### src/rtl/memory_writeback_stage_pkg.sv
// Shared definitions for the memory/writeback stage: FSM state encoding,
// default datapath widths and control-bit polarities.
package memory_writeback_stage_pkg;

    localparam int DEFAULT_DATA_WIDTH     = 32;
    localparam int DEFAULT_REG_ADDR_WIDTH = 4;

    // loadStoreIN / byteOrWordIN / prePostAddOffsetIN polarities
    localparam logic LS_LOAD   = 1'b1;
    localparam logic LS_STORE  = 1'b0;
    localparam logic BW_BYTE   = 1'b1;
    localparam logic BW_WORD   = 1'b0;
    localparam logic IDX_PRE   = 1'b1;
    localparam logic IDX_POST  = 1'b0;

    typedef enum logic [1:0] {
        IDLE    = 2'd0,
        MEM     = 2'd1,
        BASE_WB = 2'd2
    } state_t;

endpackage

### src/rtl/memory_writeback_stage_if.sv
// Data-memory request bus between the memory/writeback stage (master) and
// the data memory (slave).
//   memReqOUT/memWriteOUT/memByteOUT/memAddrOUT/memWdataOUT : request, master -> slave
//   memRdataIN/memReadyIN                                    : response, slave -> master
interface memory_writeback_stage_if
    import memory_writeback_stage_pkg::*;
#(
    parameter int DATA_WIDTH = DEFAULT_DATA_WIDTH
);
    logic                  memReqOUT;
    logic                  memWriteOUT;
    logic                  memByteOUT;
    logic [DATA_WIDTH-1:0] memAddrOUT;
    logic [DATA_WIDTH-1:0] memWdataOUT;
    logic [DATA_WIDTH-1:0] memRdataIN;
    logic                  memReadyIN;

    modport master (
        output memReqOUT, memWriteOUT, memByteOUT, memAddrOUT, memWdataOUT,
        input  memRdataIN, memReadyIN
    );

    modport slave (
        input  memReqOUT, memWriteOUT, memByteOUT, memAddrOUT, memWdataOUT,
        output memRdataIN, memReadyIN
    );
endinterface

### src/rtl/memory_writeback_stage_load_store_align.sv
// Byte-lane handling for the data-memory path (purely combinational).
//   store_byte, store_data -> store_lanes : byte stores replicate [7:0] on every lane
//   load_byte, load_lane, load_data -> load_value : byte loads pick one lane, zero-extended
module memory_writeback_stage_load_store_align
    import memory_writeback_stage_pkg::*;
#(
    parameter int DATA_WIDTH = DEFAULT_DATA_WIDTH
) (
    input  logic                  store_byte,
    input  logic [DATA_WIDTH-1:0] store_data,
    output logic [DATA_WIDTH-1:0] store_lanes,
    input  logic                  load_byte,
    input  logic [1:0]            load_lane,
    input  logic [DATA_WIDTH-1:0] load_data,
    output logic [DATA_WIDTH-1:0] load_value
);
    always_comb begin
        store_lanes = store_data;
        if (store_byte == BW_BYTE) begin
            store_lanes = {(DATA_WIDTH/8){store_data[7:0]}};
        end
    end

    always_comb begin
        load_value = load_data;
        if (load_byte == BW_BYTE) begin
            load_value      = '0;
            load_value[7:0] = load_data[{load_lane, 3'b000} +: 8];
        end
    end
endmodule

### src/rtl/memory_writeback_stage.sv
// Memory/writeback pipeline stage.
//   clk, reset (async, active-low)
//   execute-stage inputs : validIN, regWriteIN, memOpIN, loadStoreIN, byteOrWordIN,
//                          prePostAddOffsetIN, writeBackIN, aluResultIN, baseIN,
//                          storeDataIN, rdIN, rnIN
//   stallOUT             : upstream hold while a memory op / base writeback runs
//   mem                  : data-memory request bus (master side)
//   rfWriteEnOUT/rfWriteAddrOUT/rfWriteDataOUT : register file write port
module memory_writeback_stage
    import memory_writeback_stage_pkg::*;
#(
    parameter int DATA_WIDTH     = DEFAULT_DATA_WIDTH,
    parameter int REG_ADDR_WIDTH = DEFAULT_REG_ADDR_WIDTH
) (
    input  logic                      clk,
    input  logic                      reset,
    input  logic                      validIN,
    input  logic                      regWriteIN,
    input  logic                      memOpIN,
    input  logic                      loadStoreIN,
    input  logic                      byteOrWordIN,
    input  logic                      prePostAddOffsetIN,
    input  logic                      writeBackIN,
    input  logic [DATA_WIDTH-1:0]     aluResultIN,
    input  logic [DATA_WIDTH-1:0]     baseIN,
    input  logic [DATA_WIDTH-1:0]     storeDataIN,
    input  logic [REG_ADDR_WIDTH-1:0] rdIN,
    input  logic [REG_ADDR_WIDTH-1:0] rnIN,
    output logic                      stallOUT,
    memory_writeback_stage_if.master  mem,
    output logic                      rfWriteEnOUT,
    output logic [REG_ADDR_WIDTH-1:0] rfWriteAddrOUT,
    output logic [DATA_WIDTH-1:0]     rfWriteDataOUT
);
    state_t state, state_next;

    logic [REG_ADDR_WIDTH-1:0] rd_q, rn_q;
    logic [DATA_WIDTH-1:0]     alu_q;
    logic                      load_q, byte_q, base_upd_q;
    logic [DATA_WIDTH-1:0]     store_lanes, load_value;
    logic                      skip_base_wb;

    memory_writeback_stage_load_store_align #(.DATA_WIDTH(DATA_WIDTH)) u_align (
        .store_byte  (byteOrWordIN),
        .store_data  (storeDataIN),
        .store_lanes (store_lanes),
        .load_byte   (byte_q),
        .load_lane   (mem.memAddrOUT[1:0]),
        .load_data   (mem.memRdataIN),
        .load_value  (load_value)
    );

    // A load into its own base register keeps the loaded value.
    assign skip_base_wb = (load_q == LS_LOAD) && (rn_q == rd_q);
    assign stallOUT     = (state != IDLE);

    always_ff @(posedge clk or negedge reset) begin
        if (!reset) state <= IDLE;
        else        state <= state_next;
    end

    always_comb begin
        state_next = state;
        case (state)
            IDLE:    if (validIN && memOpIN) state_next = MEM;
            MEM:     if (mem.memReadyIN)
                         state_next = (base_upd_q && !skip_base_wb) ? BASE_WB : IDLE;
            BASE_WB: state_next = IDLE;
            default: state_next = IDLE;
        endcase
    end

    always_ff @(posedge clk or negedge reset) begin
        if (!reset) begin
            rd_q            <= '0;
            rn_q            <= '0;
            alu_q           <= '0;
            load_q          <= 1'b0;
            byte_q          <= 1'b0;
            base_upd_q      <= 1'b0;
            mem.memReqOUT   <= 1'b0;
            mem.memWriteOUT <= 1'b0;
            mem.memByteOUT  <= 1'b0;
            mem.memAddrOUT  <= '0;
            mem.memWdataOUT <= '0;
            rfWriteEnOUT    <= 1'b0;
            rfWriteAddrOUT  <= '0;
            rfWriteDataOUT  <= '0;
        end else begin
            rfWriteEnOUT <= 1'b0;
            case (state)
                IDLE: begin
                    if (validIN && memOpIN) begin
                        rd_q            <= rdIN;
                        rn_q            <= rnIN;
                        alu_q           <= aluResultIN;
                        load_q          <= loadStoreIN;
                        byte_q          <= byteOrWordIN;
                        base_upd_q      <= writeBackIN || (prePostAddOffsetIN == IDX_POST);
                        mem.memReqOUT   <= 1'b1;
                        mem.memWriteOUT <= (loadStoreIN == LS_STORE);
                        mem.memByteOUT  <= byteOrWordIN;
                        mem.memAddrOUT  <= (prePostAddOffsetIN == IDX_PRE) ? aluResultIN : baseIN;
                        mem.memWdataOUT <= store_lanes;
                    end else if (validIN && regWriteIN) begin
                        rfWriteEnOUT   <= 1'b1;
                        rfWriteAddrOUT <= rdIN;
                        rfWriteDataOUT <= aluResultIN;
                    end
                end
                MEM: begin
                    if (mem.memReadyIN) begin
                        mem.memReqOUT <= 1'b0;
                        if (load_q == LS_LOAD) begin
                            rfWriteEnOUT   <= 1'b1;
                            rfWriteAddrOUT <= rd_q;
                            rfWriteDataOUT <= load_value;
                        end
                    end
                end
                BASE_WB: begin
                    rfWriteEnOUT   <= 1'b1;
                    rfWriteAddrOUT <= rn_q;
                    rfWriteDataOUT <= alu_q;
                end
                default: ;
            endcase
        end
    end
endmodule
### src/flat_wrapper.sv
// flat-port wrapper written by rule: the top's interface ports become plain ports
module memory_writeback_stage_flat import memory_writeback_stage_pkg::*;
#(
    parameter int DATA_WIDTH     = DEFAULT_DATA_WIDTH,
    parameter int REG_ADDR_WIDTH = DEFAULT_REG_ADDR_WIDTH
)
  (clk, reset, validIN, regWriteIN, memOpIN, loadStoreIN, byteOrWordIN, prePostAddOffsetIN, writeBackIN, aluResultIN, baseIN, storeDataIN, rdIN, rnIN, stallOUT, rfWriteEnOUT, rfWriteAddrOUT, rfWriteDataOUT, mem_memReqOUT, mem_memWriteOUT, mem_memByteOUT, mem_memAddrOUT, mem_memWdataOUT, mem_memRdataIN, mem_memReadyIN);
  memory_writeback_stage_if #(.DATA_WIDTH(DATA_WIDTH)) mem_i ();
  input  logic clk;
  input  logic reset;
  input  logic validIN;
  input  logic regWriteIN;
  input  logic memOpIN;
  input  logic loadStoreIN;
  input  logic byteOrWordIN;
  input  logic prePostAddOffsetIN;
  input  logic writeBackIN;
  input  logic [DATA_WIDTH-1:0] aluResultIN;
  input  logic [DATA_WIDTH-1:0] baseIN;
  input  logic [DATA_WIDTH-1:0] storeDataIN;
  input  logic [REG_ADDR_WIDTH-1:0] rdIN;
  input  logic [REG_ADDR_WIDTH-1:0] rnIN;
  output logic stallOUT;
  output logic rfWriteEnOUT;
  output logic [REG_ADDR_WIDTH-1:0] rfWriteAddrOUT;
  output logic [DATA_WIDTH-1:0] rfWriteDataOUT;
  output wire logic [$bits(mem_i.memReqOUT)-1:0] mem_memReqOUT;
  output wire logic [$bits(mem_i.memWriteOUT)-1:0] mem_memWriteOUT;
  output wire logic [$bits(mem_i.memByteOUT)-1:0] mem_memByteOUT;
  output wire logic [$bits(mem_i.memAddrOUT)-1:0] mem_memAddrOUT;
  output wire logic [$bits(mem_i.memWdataOUT)-1:0] mem_memWdataOUT;
  input wire logic [$bits(mem_i.memRdataIN)-1:0] mem_memRdataIN;
  input wire logic [$bits(mem_i.memReadyIN)-1:0] mem_memReadyIN;
  assign mem_memReqOUT = mem_i.memReqOUT;
  assign mem_memWriteOUT = mem_i.memWriteOUT;
  assign mem_memByteOUT = mem_i.memByteOUT;
  assign mem_memAddrOUT = mem_i.memAddrOUT;
  assign mem_memWdataOUT = mem_i.memWdataOUT;
  assign mem_i.memRdataIN = mem_memRdataIN;
  assign mem_i.memReadyIN = mem_memReadyIN;
  memory_writeback_stage #(.DATA_WIDTH(DATA_WIDTH), .REG_ADDR_WIDTH(REG_ADDR_WIDTH)) u_core (.clk(clk), .reset(reset), .validIN(validIN), .regWriteIN(regWriteIN), .memOpIN(memOpIN), .loadStoreIN(loadStoreIN), .byteOrWordIN(byteOrWordIN), .prePostAddOffsetIN(prePostAddOffsetIN), .writeBackIN(writeBackIN), .aluResultIN(aluResultIN), .baseIN(baseIN), .storeDataIN(storeDataIN), .rdIN(rdIN), .rnIN(rnIN), .stallOUT(stallOUT), .mem(mem_i), .rfWriteEnOUT(rfWriteEnOUT), .rfWriteAddrOUT(rfWriteAddrOUT), .rfWriteDataOUT(rfWriteDataOUT));
endmodule
### config.mk
export PLATFORM = sky130hd
export DESIGN_NAME = memory_writeback_stage_flat
export DESIGN_NICKNAME = d
export VERILOG_FILES = /design/src/rtl/memory_writeback_stage_pkg.sv /design/src/rtl/memory_writeback_stage_if.sv /design/src/rtl/memory_writeback_stage_load_store_align.sv /design/src/rtl/memory_writeback_stage.sv /design/src/flat_wrapper.sv
export SDC_FILE = /design/constraint.sdc
export NUM_CORES = 1
export LEC_CHECK = 0
export ABC_AREA = 1
export BUFFER_PORTS_ARGS = -buffer_cell sky130_fd_sc_hd__buf_4
export CAP_MARGIN = 10
export CORE_MARGIN = 2
export CORE_UTILIZATION = 45
export DETAILED_ROUTE_END_ITERATION = 16
export GPL_TIMING_DRIVEN = 0
export PLACE_DENSITY = 0.82
export RECOVER_POWER = 100
export SETUP_SLACK_MARGIN = 0.15
export SYNTH_ARGS = -nofsm -noshare
export SYNTH_HDL_FRONTEND = slang
export SYNTH_SLANG_ARGS = --single-unit
### constraint.sdc
create_clock -name clk -period 1.6 [get_ports clk]
set_input_delay 0.24 -clock clk [delete_from_list [all_inputs] [get_ports clk]]
set_output_delay 0.24 -clock clk [all_outputs]
set_load 0.01 [all_outputs]
After elaboration in Yosys (flattened, before gate mapping):

Index checks and enable logic that the tools add are counted.

* register bits: 148
* output and inout port bits: 105

* reduce and logical (&&, ||, !) cells: 14
* bitwise gates (word level): 2
* equal/unequal tests: 8
* multiplexer cells: 25
* shift operators: 1

Operator list (number)
* $mux W32: 7
* $pmux W32 S3: 1
* $shiftx A32 B6 Y8: 1
* $mux W4: 4
* $pmux W4 S3: 1
* $mux W1: 6
* $mux W2: 3
* $ne A2 B1 Y1 const B: 3
* $reduce_and A5 Y1: 1
* $eq A4 B4 Y1: 1
* $logic_and A1 B1 Y1: 4
* $ne A2 B2 Y1 const B: 2
* $pmux W2 S2: 1
* $reduce_and A2 Y1: 2
* $reduce_bool A2 Y1: 2
* $pmux W1 S3: 1
* $reduce_and A3 Y1: 1
* $reduce_bool A3 Y1: 1
* $eq A2 B1 Y1 const B: 1
* $eq A2 B2 Y1 const B: 1
* $logic_not A2 Y1: 1
* $not A1 Y1: 2
* $pmux W1 S2: 1
* $logic_not A1 Y1: 1
* $logic_or A1 B1 Y1: 1

Longest topological paths before layout:

* word-level depth: 7
* depth in mapped cells: 10

By module:

From an unflattened synthesis, not the netlist that was laid out.

* cells, all modules: 1046
* area total of the unflattened synthesis: 7594.8 um^2

By module, submodules not included
* memory_writeback_stage: seq. area each 3703.6 um^2, cells each 857, instances 1, area each 6729.0 um^2
* memory_writeback_stage_load_store_align: seq. area each 0.0 um^2, cells each 189, instances 1, area each 865.8 um^2

Worst setup path after synthesis:

OpenSTA, ideal clock, no wires.

* kind: register to register
* from: register u_core.state[0]
* to: register u_core.rfWriteDataOUT[26]
* arrival: 1.436 ns
* required time: 1.524 ns
* period minus slack after synthesis: 1.512 ns
* path slack: 0.088 ns
* cell stages (with the launch flop): 10
* buffers on the path: 2
* cell sequence: dfrtp_1 -> inv_1 -> ha_1 -> buf_4 -> inv_2 -> buf_2 -> a21oi_1 -> nand2_1 -> o21ai_0 -> o21ai_1

* cells in the longest elaborated chain, start to end: 3
* elaborated cells between the ends (all ways): 10

RTL lines
* start, declared: line memory_writeback_stage.sv:35 `state_t state, state_next;`
* start signal, assigned: line memory_writeback_stage.sv:59 `else state <= state_next;`
* $eq A2 B1 Y1 (tied with other cells): line memory_writeback_stage.sv:91 `case (state)`
* $ne A2 B1 Y1 (no line) (tied with other cells)
* $reduce_and A5 Y1 (no line)
* end signal, assigned: line memory_writeback_stage.sv:108 `rfWriteDataOUT <= aluResultIN;`
* end signal, assigned: line memory_writeback_stage.sv:117 `rfWriteDataOUT <= load_value;`
* end signal, assigned: line memory_writeback_stage.sv:124 `rfWriteDataOUT <= alu_q;`
* end, declared: line memory_writeback_stage.sv:33 `output logic [DATA_WIDTH-1:0] rfWriteDataOUT`

Parallel ways exist; a longest one is shown, timed or not.
A chain may end at the register's enable or synchronous reset.

Final worst setup path:

* from: register u_core.state[0]
* to: register u_core.rfWriteDataOUT[10]

Same word-level chain as after synthesis.

==> flow_summary_export.csv <==
group,metric,value,unit
placement,dp_hpwl,17800,um
die,die_w,129,um
finish,area_delta_synth_final,65.3,%
setup_path,rrSetupSlack,-0.11,ns
logic_synthesis,synth_compound_area_frac,0.155,
timing,period_share,1.07,
placement,port_buffers,248,
logic_synthesis,synth_top_area_share,0.524,
placement,post-place-ws,-0.292,ns
finish,layout_commonest_cell,"nand2_1",
finish,n_antenna_cell,0,
finish,drive_gt1_frac,0.396,
clock_network,cts.clk_slew.worst_paths,0.07,ns
setup_path,r2r_cells,9,
routing,antenna_left,0,
logic_synthesis,syn_inst,912,
clock_network,numCtsBuffers,17,
setup_path,crit_top_cell,"buf_8",
logic_synthesis,synth.distinct_cells,26,
logic_synthesis,synth_top_area_cell,"dfrtp_1",
routing,vias_per_cell,5.59,
finish,final_cell_mix,"235 x nand2_1, 158 x buf_4, 148 x dfrtp_1",
grt,antenna_found_initial,0,
clock_network,cts.sinks,148,
power,power_leakage,5.75,nW
routing,drc_errors,0,
logic_synthesis,ys_seq_elements,148,
clock_network,h-tree-depth,4,
logic_synthesis,synth_xor_area_frac,0.00124,
setup_path,cpPeakStageDelay,0.43,ns
die,die_y,129,um
setup_path,path_class,"flop to flop",
logic_synthesis,yosysSeqAreaShare,0.524,
setup_path,path_delay_family,"flip-flops",
logic_synthesis,async_flop_share,1.00,
setup_path,crit_path_start_kind,"flop",
logic_synthesis,synth_simple_gate_area_share,0.235,
die,dieArea,16700,um^2
timing,fin_tns_setup,-1.64,ns
logic_synthesis,synth_top_family_by_area,"simple AND/OR/NAND/NOR gates",
timing,hold_viol,0,
die,pin_count,251,
setup_path,cp_max_fo,7,
setup_path,arrival,2.02,ns
power,p_per_area,2240,nW/um^2
outcome,violations,"negative setup slack",
finish,final_nets,1381,
die,core,15300,um^2
logic_synthesis,synth.cell_area,7070,um^2
die,start_util,0.463,
grt,grt_pass1_wl,37600,um
setup_path,rr_startpoint,"u_core.state[0]",
logic_synthesis,syn_avg_cell_area,7.75,um^2
setup_path,critPathRequiredTime,1.91,ns
routing,vias,8135,
timing,setup_viol,41,
grt,grt_pass1_vias,7019,
grt,grt_max_degree,78,
logic_synthesis,synth_warnings,0,
setup_path,r2r_end,"u_core.rfWriteDataOUT[10]",
timing,slew_headroom,0.538,
logic_synthesis,synthAdderAreaFrac,0.00708,
die,placementRows,45,
setup_path,path_buf_inv,4,
routing,wire_per_inst,20.9,um
placement,routabilityCongestion,0.940,
run,cap_violations,0,
clock_network,clock_latency,0.44,ns
min_path,hold_path_end,"u_core.mem.memWdataOUT[29]",
clock_network,cts_buffer_depth,2,
setup_path,crit_chain,"inv_2 > ha_4 > buf_8 > inv_8 > buf_8 > a21oi_1 > nand2_1 > o21ai_0 > o21ai_1",
logic_synthesis,ys_dominant_reg_cell,"dfrtp_1",
grt,grt_overflow,0,
timing,min_period,1.71,ns
timing,layout_setup_ws,-0.115,ns
timing,grt_setup_unrepaired,"yes",
setup_path,endpoint_kind,"flop",
min_path,min_path_cells,3,
logic_synthesis,synth-edff-count,0,
power,irDropWorstVdd,1140,uV
setup_path,crit_slowest_cell,"dfrtp_1",
timing,max_freq,583,MHz
outcome,status,"finished with violations",
timing,finClkSkew,0.00921,ns
timing,slew_violations,0,
min_path,hold_start,"storeDataIN[29]",
logic_synthesis,synthMuxAreaShare,0,
logic_synthesis,synth_area_leaders,"dfrtp_1 52%, nand2_1 19%, o21ai_0 8.9%, a21oi_1 3.5%, inv_1 3.3%",
routing,wl,30400,um
routing,drtIter0Drc,754,
clock_network,tritoncts,"built",
logic_synthesis,syn_nets,1062,
clock_network,root_buffer,"clkbuf_16",
min_path,min_path_type,"input pin to flop",
grt,grt_use_total,0.296,
timing,worst_pin_slew,0.693,ns
routing,first_pass_iters,5,
## synthesized netlist by cell type, drive strengths merged (2+ instances only)
master / n
a21oi: 49
ha: 4
clkbuf: 17
buf: 36
o21ai: 164
dfrtp: 148
or2: 2
nand2: 351
o211ai: 2
nor3: 2
nand3: 42
inv: 66
nor2: 25
## registers in the layout, summed over array words and instances (netlist names), 2 cells and up
register                flops
u_core.rn_q                 4
u_core.mem.memWdataOUT     32
u_core.rfWriteDataOUT      32
u_core.mem.memAddrOUT      32
u_core.state                2
u_core.rfWriteAddrOUT       4
u_core.alu_q               32
u_core.rd_q                 4
## worst register-to-register path, delay by kind of cell, from the launching register on
family | cells | cell delay [ns]
simple gates | 1 | 0.08
buf+inv | 4 | 0.41
flops | 1 | 0.43
compound gates | 3 | 0.37
fa+ha+maj | 1 | 0.31
## power by group
part           internal (mW)  leakage [nW]  total [mW]  switching (mW)
Sequential              5.65          1.83        7.28            1.63
Clock                   2.97         0.321        4.56            1.59
Combinational           6.26          3.60        14.4            8.11
Total                   14.9          5.75        26.2            11.3
## worst max path at each step
stage	start	endpoint	cells after the start
2_1_floorplan	u_core.state[1]	u_core.state[1]	8
5_1_grt	u_core.state[0]	u_core.rfWriteDataOUT[4]	9
6_report	u_core.state[0]	u_core.rfWriteDataOUT[10]	9
4_1_cts	u_core.state[1]	u_core.mem.memWdataOUT[13]	8
3_3_place_gp	reset	u_core.mem.memAddrOUT[21]	1
3_5_place_dp	u_core.state[1]	u_core.rfWriteAddrOUT[3]	6
## cell type report
class                      count  area, um^2
buffer                        52         676
clock buffer                  23         498
clock inverter                 8         170
fill                        1083        3580
inverter                      67         287
multi-input combinational    644        3730
sequential                   148        3700
tap                          211         264
timing repair buffer         300        2330
timing repair inverter         1        16.3
## through the flow
step | instances | power [mW] | hold WS (ns) | cell area [um^2] | util
floorplan | 912 | 12.5 | -0.0556 | 7090 | -
global placement | 1371 | 16.7 | 0.436 | 9220 | 0.604
detailed placement | 1372 | 17.0 | 0.310 | 9250 | 0.606
CTS | 1417 | 22.7 | 0.00629 | 10200 | 0.671
global route | 1454 | 27.5 | 0.0140 | 11700 | 0.765
finish | 1454 | 26.2 | 0.00599 | 11700 | 0.765
## layer usage
metal  part of all wire  vias up  global-route usage
li1                   -     3580                   -
met1               0.38     3863               0.401
met2               0.48      541               0.476
met3              0.086      151              0.0590
met4              0.050        0               0.102
met5                  0        -                   0
## logic make-up (layout without fill, tap and decap cells)
| group | after synthesis | count (layout) |
|---|---|---|
| DFF | 148 | 148 |
| adders and majority gates | 4 | 4 |
| buffers and inverters | 120 | 451 |
| xor gates and xnor gates | 1 | 1 |
| AOI/OAI and AO/OA | 217 | 217 |
| and+or+nand+nor | 422 | 422 |
## what timing repair did
item | in CTS | in global routing
resized for setup | 69 | 424
hold buffers | 1 | 0
setup buffers | 10 | 16
endpoints found under the setup margin | 149 | 149
cloned | 3 | 22
pin swaps | 2 | 24
hold endpoints to repair | 71 | 0
Note: power is estimated with default switching activity, not from simulation.
